$ cat src/rtl/controlador_temporizador_if.sv
// Keypad/door/tick inputs and display/magnetron outputs of the microwave cook timer.
// The master side (keypad and control panel) drives the requests; the slave side (the timer) drives the display.
interface controlador_temporizador_if;
  logic [3:0] keypad;
  logic       key_valid;
  logic       start;
  logic       stop;
  logic       clear;
  logic       door_closed;
  logic       tick;
  logic [3:0] min;
  logic [3:0] sec_tens;
  logic [3:0] sec_units;
  logic       mag_on;
  logic       done;

  modport master (
    output keypad, key_valid, start, stop, clear, door_closed, tick,
    input  min, sec_tens, sec_units, mag_on, done
  );

  modport slave (
    input  keypad, key_valid, start, stop, clear, door_closed, tick,
    output min, sec_tens, sec_units, mag_on, done
  );
endinterface

$ cat src/rtl/controlador_temporizador.sv
// Microwave cook-timer sequencer: BCD keypad entry, start/pause/clear, door interlock,
// and a 1 Hz countdown that drives the magnetron enable and the done flag.
module controlador_temporizador (
  input logic                        clk,
  input logic                        clearn,
  controlador_temporizador_if.slave  bus
);

  typedef enum logic [1:0] {
    IDLE  = 2'b00,
    RUN   = 2'b01,
    PAUSE = 2'b10,
    DONE  = 2'b11
  } state_t;

  state_t     state_r;
  state_t     state_next_s;
  logic [3:0] min_r;
  logic [3:0] tens_r;
  logic [3:0] units_r;
  logic [3:0] min_next_s;
  logic [3:0] tens_next_s;
  logic [3:0] units_next_s;
  logic [11:0] dec_s;
  logic       mag_on_r;
  logic       done_r;
  logic       time_zero_s;
  logic       key_ok_s;

  // One-second BCD borrow chain: units mod 10, tens mod 6, then minutes.
  function automatic logic [11:0] bcd_dec(input logic [3:0] m, input logic [3:0] t,
                                          input logic [3:0] u);
    logic [3:0] m_n;
    logic [3:0] t_n;
    logic [3:0] u_n;
    m_n = m;
    t_n = t;
    u_n = u;
    if (u == 4'd0) begin
      u_n = 4'd9;
      if (t == 4'd0) begin
        t_n = 4'd5;
        m_n = m - 4'd1;
      end else begin
        t_n = t - 4'd1;
      end
    end else begin
      u_n = u - 4'd1;
    end
    return {m_n, t_n, u_n};
  endfunction

  assign time_zero_s = (min_r == 4'd0) && (tens_r == 4'd0) && (units_r == 4'd0);
  // A key is refused when the shift would push units above 5 into the seconds-tens digit.
  assign key_ok_s    = bus.key_valid && (bus.keypad <= 4'd9) && (units_r <= 4'd5);

  // Next-state and next-digit decode, resolved in the fixed request priority order.
  always_comb begin
    state_next_s = state_r;
    min_next_s   = min_r;
    tens_next_s  = tens_r;
    units_next_s = units_r;
    dec_s        = bcd_dec(min_r, tens_r, units_r);
    if (bus.clear) begin
      state_next_s = IDLE;
      min_next_s   = 4'd0;
      tens_next_s  = 4'd0;
      units_next_s = 4'd0;
    end else begin
      case (state_r)
        IDLE: begin
          if (bus.start && bus.door_closed && !time_zero_s) begin
            state_next_s = RUN;
          end else if (key_ok_s) begin
            min_next_s   = tens_r;
            tens_next_s  = units_r;
            units_next_s = bus.keypad;
          end else begin
            state_next_s = IDLE;
          end
        end
        RUN: begin
          if (bus.stop || !bus.door_closed) begin
            state_next_s = PAUSE;
          end else if (time_zero_s) begin
            state_next_s = DONE;
          end else if (bus.tick) begin
            min_next_s   = dec_s[11:8];
            tens_next_s  = dec_s[7:4];
            units_next_s = dec_s[3:0];
            if (dec_s == 12'h000) begin
              state_next_s = DONE;
            end else begin
              state_next_s = RUN;
            end
          end else begin
            state_next_s = RUN;
          end
        end
        PAUSE: begin
          if (!bus.stop && bus.door_closed && bus.start) begin
            state_next_s = RUN;
          end else begin
            state_next_s = PAUSE;
          end
        end
        DONE: begin
          if (bus.start) begin
            state_next_s = IDLE;
            min_next_s   = 4'd0;
            tens_next_s  = 4'd0;
            units_next_s = 4'd0;
          end else begin
            state_next_s = DONE;
          end
        end
        default: begin
          state_next_s = IDLE;
          min_next_s   = 4'd0;
          tens_next_s  = 4'd0;
          units_next_s = 4'd0;
        end
      endcase
    end
  end

  // State, digit and output registers; flags are registered from the next state so they track it exactly.
  always_ff @(posedge clk or negedge clearn) begin
    if (!clearn) begin
      state_r  <= IDLE;
      min_r    <= 4'd0;
      tens_r   <= 4'd0;
      units_r  <= 4'd0;
      mag_on_r <= 1'b0;
      done_r   <= 1'b0;
    end else begin
      state_r  <= state_next_s;
      min_r    <= min_next_s;
      tens_r   <= tens_next_s;
      units_r  <= units_next_s;
      mag_on_r <= (state_next_s == RUN);
      done_r   <= (state_next_s == DONE);
    end
  end

  assign bus.min       = min_r;
  assign bus.sec_tens  = tens_r;
  assign bus.sec_units = units_r;
  assign bus.mag_on    = mag_on_r;
  assign bus.done      = done_r;

endmodule
$ cat src/flat_wrapper.sv
// flat-port wrapper written by rule: the top's interface ports become plain ports
module controlador_temporizador_flat 
  (clk, clearn, bus_keypad, bus_key_valid, bus_start, bus_stop, bus_clear, bus_door_closed, bus_tick, bus_min, bus_sec_tens, bus_sec_units, bus_mag_on, bus_done);
  controlador_temporizador_if bus_i ();
  input logic clk;
  input logic clearn;
  input wire logic [$bits(bus_i.keypad)-1:0] bus_keypad;
  input wire logic [$bits(bus_i.key_valid)-1:0] bus_key_valid;
  input wire logic [$bits(bus_i.start)-1:0] bus_start;
  input wire logic [$bits(bus_i.stop)-1:0] bus_stop;
  input wire logic [$bits(bus_i.clear)-1:0] bus_clear;
  input wire logic [$bits(bus_i.door_closed)-1:0] bus_door_closed;
  input wire logic [$bits(bus_i.tick)-1:0] bus_tick;
  output wire logic [$bits(bus_i.min)-1:0] bus_min;
  output wire logic [$bits(bus_i.sec_tens)-1:0] bus_sec_tens;
  output wire logic [$bits(bus_i.sec_units)-1:0] bus_sec_units;
  output wire logic [$bits(bus_i.mag_on)-1:0] bus_mag_on;
  output wire logic [$bits(bus_i.done)-1:0] bus_done;
  assign bus_i.keypad = bus_keypad;
  assign bus_i.key_valid = bus_key_valid;
  assign bus_i.start = bus_start;
  assign bus_i.stop = bus_stop;
  assign bus_i.clear = bus_clear;
  assign bus_i.door_closed = bus_door_closed;
  assign bus_i.tick = bus_tick;
  assign bus_min = bus_i.min;
  assign bus_sec_tens = bus_i.sec_tens;
  assign bus_sec_units = bus_i.sec_units;
  assign bus_mag_on = bus_i.mag_on;
  assign bus_done = bus_i.done;
  controlador_temporizador u_core (.clk(clk), .clearn(clearn), .bus(bus_i));
endmodule
$ cat config.mk
export PLATFORM = sky130hd
export DESIGN_NAME = controlador_temporizador_flat
export DESIGN_NICKNAME = d
export VERILOG_FILES = /design/src/rtl/controlador_temporizador_if.sv /design/src/rtl/controlador_temporizador.sv /design/src/flat_wrapper.sv
export SDC_FILE = /design/constraint.sdc
export NUM_CORES = 1
export LEC_CHECK = 0
export ABC_CLOCK_PERIOD_IN_PS = 4550
export BUFFER_PORTS_ARGS = -buffer_cell sky130_fd_sc_hd__buf_2
export CORE_MARGIN = 1.5
export CORE_UTILIZATION = 50
export DETAILED_ROUTE_END_ITERATION = 12
export PLACE_DENSITY = 0.73
export SETUP_SLACK_MARGIN = 0.15
export SLEW_MARGIN = 20
export SYNTH_ARGS = -nofsm -noshare
export SYNTH_HDL_FRONTEND = slang
export SYNTH_SLANG_ARGS = --single-unit
$ cat constraint.sdc
create_clock -name clk -period 4.55 [get_ports clk]
set_clock_uncertainty 0.05 [all_clocks]
set_input_delay 0.2275 -clock clk [delete_from_list [all_inputs] [get_ports clk]]
set_output_delay 0.2275 -clock clk [all_outputs]
set_load 0.02 [all_outputs]
==> summary.txt, run 1 <==
Placement
  • DP HPWL: 2130 um
  • RD Place Congestion: 0.915
  • Input/output buffers: 25
  • Post-placement setup slack: 1.89 ns

Timing
  • Worst hold slack: 0.259 ns
  • Final Hold Fails: 0
  • Relative slew slack: 50.3%
  • Crit path time final: 2.71 ns
  • Period utilization: 59.6%
  • Final count of negative-setup-slack endpoints: 0
  • Fmax: 0.369 GHz
  • RSZ-0062 raised after global routing: no
  • TNS Setup: 0 ns
  • Post-route worst setup slack: 1.84 ns
  • Fin. max-slew vios: 0
  • Worst slew pin tran: 0.745 ns

Yosys
  • Syn avg cell area: 8.75 um^2
  • Synth Cell Area: 1220 um^2
  • Count leader, synth: a21oi_1
  • Post-synth top area cell: dfrtp_1
  • Sequential element share of the synthesized area: 32.9%
  • Async set or reset register ratio after synthesis: 100%
  • Post-synth top cells: a21oi_1 (21), dfrtp_1 (16), nand2_1 (10), a211oi_2 (9), o21ai_0 (9)
  • Area contributors post-synth: dfrtp_1 (33%), a211oi_2 (9.3%), a21oi_1 (8.6%)
  • Post-synth top flop: dfrtp_1
  • Unique masters post-synth: 39
  • Seq cells post-synth: 16
  • Top-area cell type share of the netlist area: 32.9%
  • Ys Warns: 0
  • Cells after Synth: 139
  • Synth Net Count: 152
  • Post-synth EDFFs: 0

Global routing
  • Largest net degree at the start of global routing: 17
  • First-pass GRT wire length: 5280 um
  • Initial antenna violation count: 0
  • Total Routing Usage GR: 25.8%
  • Grt ovf: 0
  • Number of global-route vias before repair: 1109

CTS
  • Hold buffer count at cts: 1
  • Worst-path clk slew: 0.11 ns
  • CTS tree: built
  • Post-cts resize count: 0
  • Root buffer cell: clkbuf_4
  • Clk Latency, worst-skew pair: 0.30 ns
  • TritonCTS Buffers: 3
  • Htree depth: 1
  • Clock Tree Buf Depth: 2
  • Clock sinks: 16
  • Setup bufs post-CTS: 0

Finish
  • N_diodes: 0
  • Fraction of layout cells with a size suffix above 1: 29.6%
  • # nets final: 173
  • Synth-to-Final Area Change: 13.1%
  • Fillers: 228

Run status
  • Status: completed

Detailed routing
  • DR vias: 1216
  • Routed WL: 3170 um
  • Routed WL per cell: 17.0 um
  • Post-route ant nets: 0
  • DRC viols: 0
  • First-pass DRT Iterations: 4
  • DR iter-0 viols: 37
  • Vias/cell: 6.50

Critical path
  • Worst Path Arrival: 2.81 ns
  • Worst Path Max Fanout: 13
  • Critical Path Start Type: flip-flop
  • Worst EP required: 4.65 ns
  • CP endpoint kind: flip-flop
  • Crit path kind: reg -> reg

Power
  • Comb pwr share: 53.0%
  • Register share of total power: 32.6%
  • Pwr per Cell Area: 503 nW/um^2
  • Net Sw Power: 0.328 mW
  • Net Sw Frac: 47.5%
  • Leakage Power: 0.556 nW
  • VDD IR-drop max: 0.287 mV
  • Power Internal: 0.363 mW
  • Clock Power Share: 14.4%

Floorplanning
  • Die area: 2740 um^2
  • Starting Density: 53.9%
  • Die width: 52.3 um
  • Core Area: 2250 um^2
  • Std cell rows: 17
  • Chip height: 52.3 um
  • I/O pin count: 26

Run
  • Max_cap viols: 0

Min path
  • Min-Delay Path Class: in -> reg
-- flip-flops by register name, indices dropped and copies added, names as in the netlist --
register and cells:
u_core.bus.sec_tens 4, u_core.bus.mag_on 1, u_core.state_r 2, u_core.bus.sec_units 4, u_core.bus.done 1, u_core.bus.min 4
-- final timing paths --
path | cells after the start | endpoint | startpoint | slack [ns]
max in group asynchronous | 2 | u_core.bus.sec_units[1] | clearn | 3.86
min reg2reg | 2 | u_core.bus.min[3] | u_core.bus.sec_tens[3] | 0.63
max reg2reg | 5 | u_core.bus.min[2] | u_core.state_r[0] | 1.84
max | 5 | u_core.bus.min[2] | u_core.state_r[0] | 1.84
min | 3 | u_core.bus.sec_units[0] | bus_keypad[0] | 0.26
min in group asynchronous | 2 | u_core.bus.sec_tens[2] | clearn | 0.31
-- power groups by stage --
stage	clock (mW)	combinational (mW)	sequential, mW
floorplan	0	0.282	0.230
global placement	0	0.356	0.225
detailed placement	0	0.363	0.226
CTS	0.102	0.366	0.223
global route	0.109	0.408	0.232
finish	0.0999	0.367	0.225
-- cell type report --
cell class                      count  area [um^2]  area share, %
Clock buffer                        4         36.3           2.64
Inverter                            4         15.0           1.09
Multi-Input combinational cell    108          746           54.2
Sequential cell                    16          400           29.1
Tap cell                           28         35.0           2.55
Timing Repair Buffer               27          143           10.4
-- cells in the final DEF, fill, tap and decap left out, types with 4 or more instances in the layout --
master / n
buf_2: 25
a211oi_2: 9
a22oi_1: 5
nand3_1: 4
or4_1: 4
a21oi_1: 21
nand2_1: 10
inv_1: 4
dfrtp_1: 16
o21ai_0: 9
nor2_1: 5
nor4_1: 4
xnor2_1: 5
-- cells by family (layout without fill, tap and decap cells) --
| group | Yosys count | after routing | share of synthesized area [%] |
|---|---|---|---|
| AO/OA/AOI/OAI | 56 | 56 | 34.1 |
| AND/OR/NAND/NOR | 46 | 46 | 22.6 |
| flip-flops | 16 | 16 | 32.9 |
| buffers and inverters | 15 | 35 | 5.76 |
| XOR/XNOR | 5 | 5 | 3.60 |
| adder cells (fa/ha/maj) | 1 | 1 | 1.03 |
-- critical path, cell delays in order, from the launching register on --
cell      delay (ns)
dfrtp_1         0.56
nor2b_1         0.61
nand2_1         0.20
o311a_2         0.38
nor2_2          0.58
a311oi_4        0.18
-- metal layers --
metal | vias up | routed length (um) | GRT usage (%)
li1 | 572 | - | -
met1 | 598 | 1420 | 36.7
met2 | 42 | 1540 | 39.0
met3 | 4 | 191 | 3.43
met4 | 0 | 24 | 10.7
met5 | - | 0 | 0
-- metrics by stage --
step,area (um^2),power [mW],utilization [%],cells
after CTS,1380,0.691,61.0,187
after global routing,1380,0.750,61.0,187
final,1380,0.692,61.0,187
after global placement,1330,0.581,58.9,182
after floorplan,1220,0.511,-,139
after detailed placement,1330,0.589,58.9,182
(Power assumes the default switching activity.)
==> run 2, diff against run 1 <==
- ABC_CLOCK_PERIOD_IN_PS: 4550 -> 2400
- CORE_UTILIZATION: 50 -> 48
- clock period: 4.55 -> 2.4 ns (I/O delays scaled with it)
==> summary.txt, run 2 (same netlist as run 1, synthesis figures left out) <==
Detailed routing
  • M1 wire length: 1590 um (+13%)
  • First-pass DRT Iterations: 5 (+1)
  • Post-route ant nets: 0 (unchanged)
  • Met3 wire length: 421 um (+120%)
  • DR vias: 1433 (+18%)
  • Routed WL: 4260 um (+34%)
  • Vias/cell: 6.76 (+3.9%)
  • Top sig layer: met4
  • WL met2: 2060 um (+34%)
  • Routed WL per cell: 20.1 um (+19%)
  • DRC viols: 0 (unchanged)
  • DR iter-0 viols: 82 (+120%)

Timing
  • Fmax: 0.439 GHz (+19%)
  • Relative slew slack: 58.3% (+8.0 points)
  • Worst slew pin tran: 0.620 ns (-0.125 ns)
  • Final Hold Fails: 0 (unchanged)
  • Period utilization: 94.9% (+35 points)
  • Crit path time final: 2.28 ns (-0.434 ns)
  • Fin. max-slew vios: 0 (unchanged)
  • Post-route worst setup slack: 0.123 ns (-1.72 ns)
  • Final count of negative-setup-slack endpoints: 0 (unchanged)
  • RSZ-0062 raised after global routing: yes
  • Worst hold slack: 0.133 ns (-0.127 ns)

Power
  • Net Sw Power: 0.798 mW (+140%)
  • Comb pwr share: 67.1% (+14 points)
  • Leakage Power: 0.713 nW (+28%)
  • Net Sw Frac: 47.1% (-0.38 points)
  • Clock Power Share: 11.8% (-2.6 points)
  • VDD IR-drop max: 0.509 mV (+77%)
  • Pwr per Cell Area: 988 nW/um^2 (+96%)
  • Power Internal: 0.897 mW (+150%)
  • Register share of total power: 21.1% (-12 points)

Floorplanning
  • Core Area: 2430 um^2 (+7.9%)
  • Std cell rows: 18 (+1)
  • Die width: 53.3 um (+1.9%)
  • I/O pin count: 26 (unchanged)
  • Chip height: 53.3 um (+1.9%)
  • Die area: 2840 um^2 (+3.9%)
  • Starting Density: 50.0% (-3.9 points)

CTS
  • Clk Latency, worst-skew pair: 0.31 ns (about the same)
  • Htree depth: 1 (unchanged)
  • Worst-path clk slew: 0.12 ns (about the same)
  • Clock sinks: 16 (unchanged)
  • CTS tree: built
  • TritonCTS Buffers: 3 (unchanged)
  • Clock Tree Buf Depth: 2 (unchanged)
  • Root buffer cell: clkbuf_4

Finish
  • Commonest non-fill, non-tap cell in the layout: buf_2
  • Final Instance Area: 1720 um^2 (+25%)
  • Most frequent cells in the layout: buf_2 (25), buf_4 (19), dfrtp_1 (14)
  • Non-Filler Instances: 212 (+13%)
  • Fillers: 183 (-20%)
  • Fraction of layout cells with a size suffix above 1: 48.4% (+19 points)
  • Synth-to-Final Area Change: 41.0%
  • # nets final: 196 (+13%)
  • N_diodes: 0 (unchanged)

Critical path
  • Critical Path Start Type: flip-flop
  • Worst Path Max Fanout: 6 (-7)
  • Worst Path Arrival: 2.46 ns (-0.35 ns)
  • Worst EP required: 2.58 ns (-2.07 ns)
  • Crit path kind: reg -> reg
  • CP endpoint kind: flip-flop

Global routing
  • First-pass GRT wire length: 5740 um (+8.8%)
  • Grt ovf: 0 (unchanged)
  • Number of global-route vias before repair: 1231 (+11%)
  • Initial antenna violation count: 0 (unchanged)
  • Largest net degree at the start of global routing: 17 (unchanged)
  • Total Routing Usage GR: 27.6% (+1.8 points)

Placement
  • DP HPWL: 2450 um (+15%)
  • Input/output buffers: 25 (unchanged)
  • RD Place Congestion: 0.894 (-2.3%)
  • Post-placement setup slack: -0.129 ns (-2.02 ns)
  • Placed cells: 199 (+9.3%)
  • Placement Cell Area: 1460 um^2 (+9.7%)

Min path
  • Min-Delay Path Class: in -> reg

Run
  • Max_cap viols: 0 (unchanged)

Run status
  • Status: completed
[run 2: per-layer routing]
metal / vias up / GRT usage, %
li1: 629 / -
met1: 670 / 35.1
met2: 110 / 47.3
met3: 24 / 3.39
met4: 0 / 9.83
met5: - / 0
[run 2: cell type report]
class	count	area [um^2]	share of cell area (%)
clock buffer	4	36.3	2.12
inverter	4	15.0	0.875
multi-input combinational	110	890	51.9
sequential	16	403	23.5
tap	30	37.5	2.19
timing repair buffer	48	334	19.5
[run 2: per-stage QoR]
stage / total power, mW / utilization (%) / TNS, ns
2_1_floorplan: 0.979 / - / 0
3_3_place_gp: 1.21 / 59.6 / -2.56
3_5_place_dp: 1.24 / 59.9 / -0.982
4_1_cts: 1.47 / 63.4 / 0
5_1_grt: 1.77 / 70.5 / 0
6_report: 1.70 / 70.5 / 0
[run 2: path summary, 6_finish.rpt]
path                                   startpoint                       to  slack (ns)  cells after the start
max in group asynchronous                  clearn  u_core.bus.sec_units[3]        1.79                      2
worst min-delay path                bus_keypad[0]  u_core.bus.sec_units[0]        0.13                      3
min in group asynchronous                  clearn        u_core.bus.min[3]        0.21                      2
worst max-delay path            u_core.bus.min[1]        u_core.bus.min[3]        0.12                      8
worst max register to register  u_core.bus.min[1]        u_core.bus.min[3]        0.12                      8
worst min register to register  u_core.bus.min[2]        u_core.bus.min[2]        0.68                      2
[run 2: power groups by stage]
stage          combinational [mW]  sequential [mW]  clock, mW
5_1_grt                      1.21            0.361      0.206
2_1_floorplan               0.541            0.438          0
3_3_place_gp                0.856            0.354          0
3_5_place_dp                0.879            0.357          0
6_report                     1.14            0.358      0.200
4_1_cts                     0.921            0.352      0.193
[run 2: worst max-delay path: stages (launching register included)]
cell,delay [ns]
dfrtp_2,0.43
inv_2,0.07
ha_4,0.13
or4b_4,0.48
nor3_4,0.31
o311a_4,0.23
nor2_4,0.06
buf_12,0.18
a311oi_2,0.25
[run 2: timing repair]
| item | in CTS | in global routing |
|---|---|---|
| gates cloned | 0 | 3 |
| endpoints found under the hold margin | 16 | 0 |
| setup endpoints to repair | 11 | 11 |
| resized for setup | 3 | 21 |
| pin swaps | 2 | 15 |
| hold buffers | 1 | 0 |
| setup buffers | 1 | 4 |
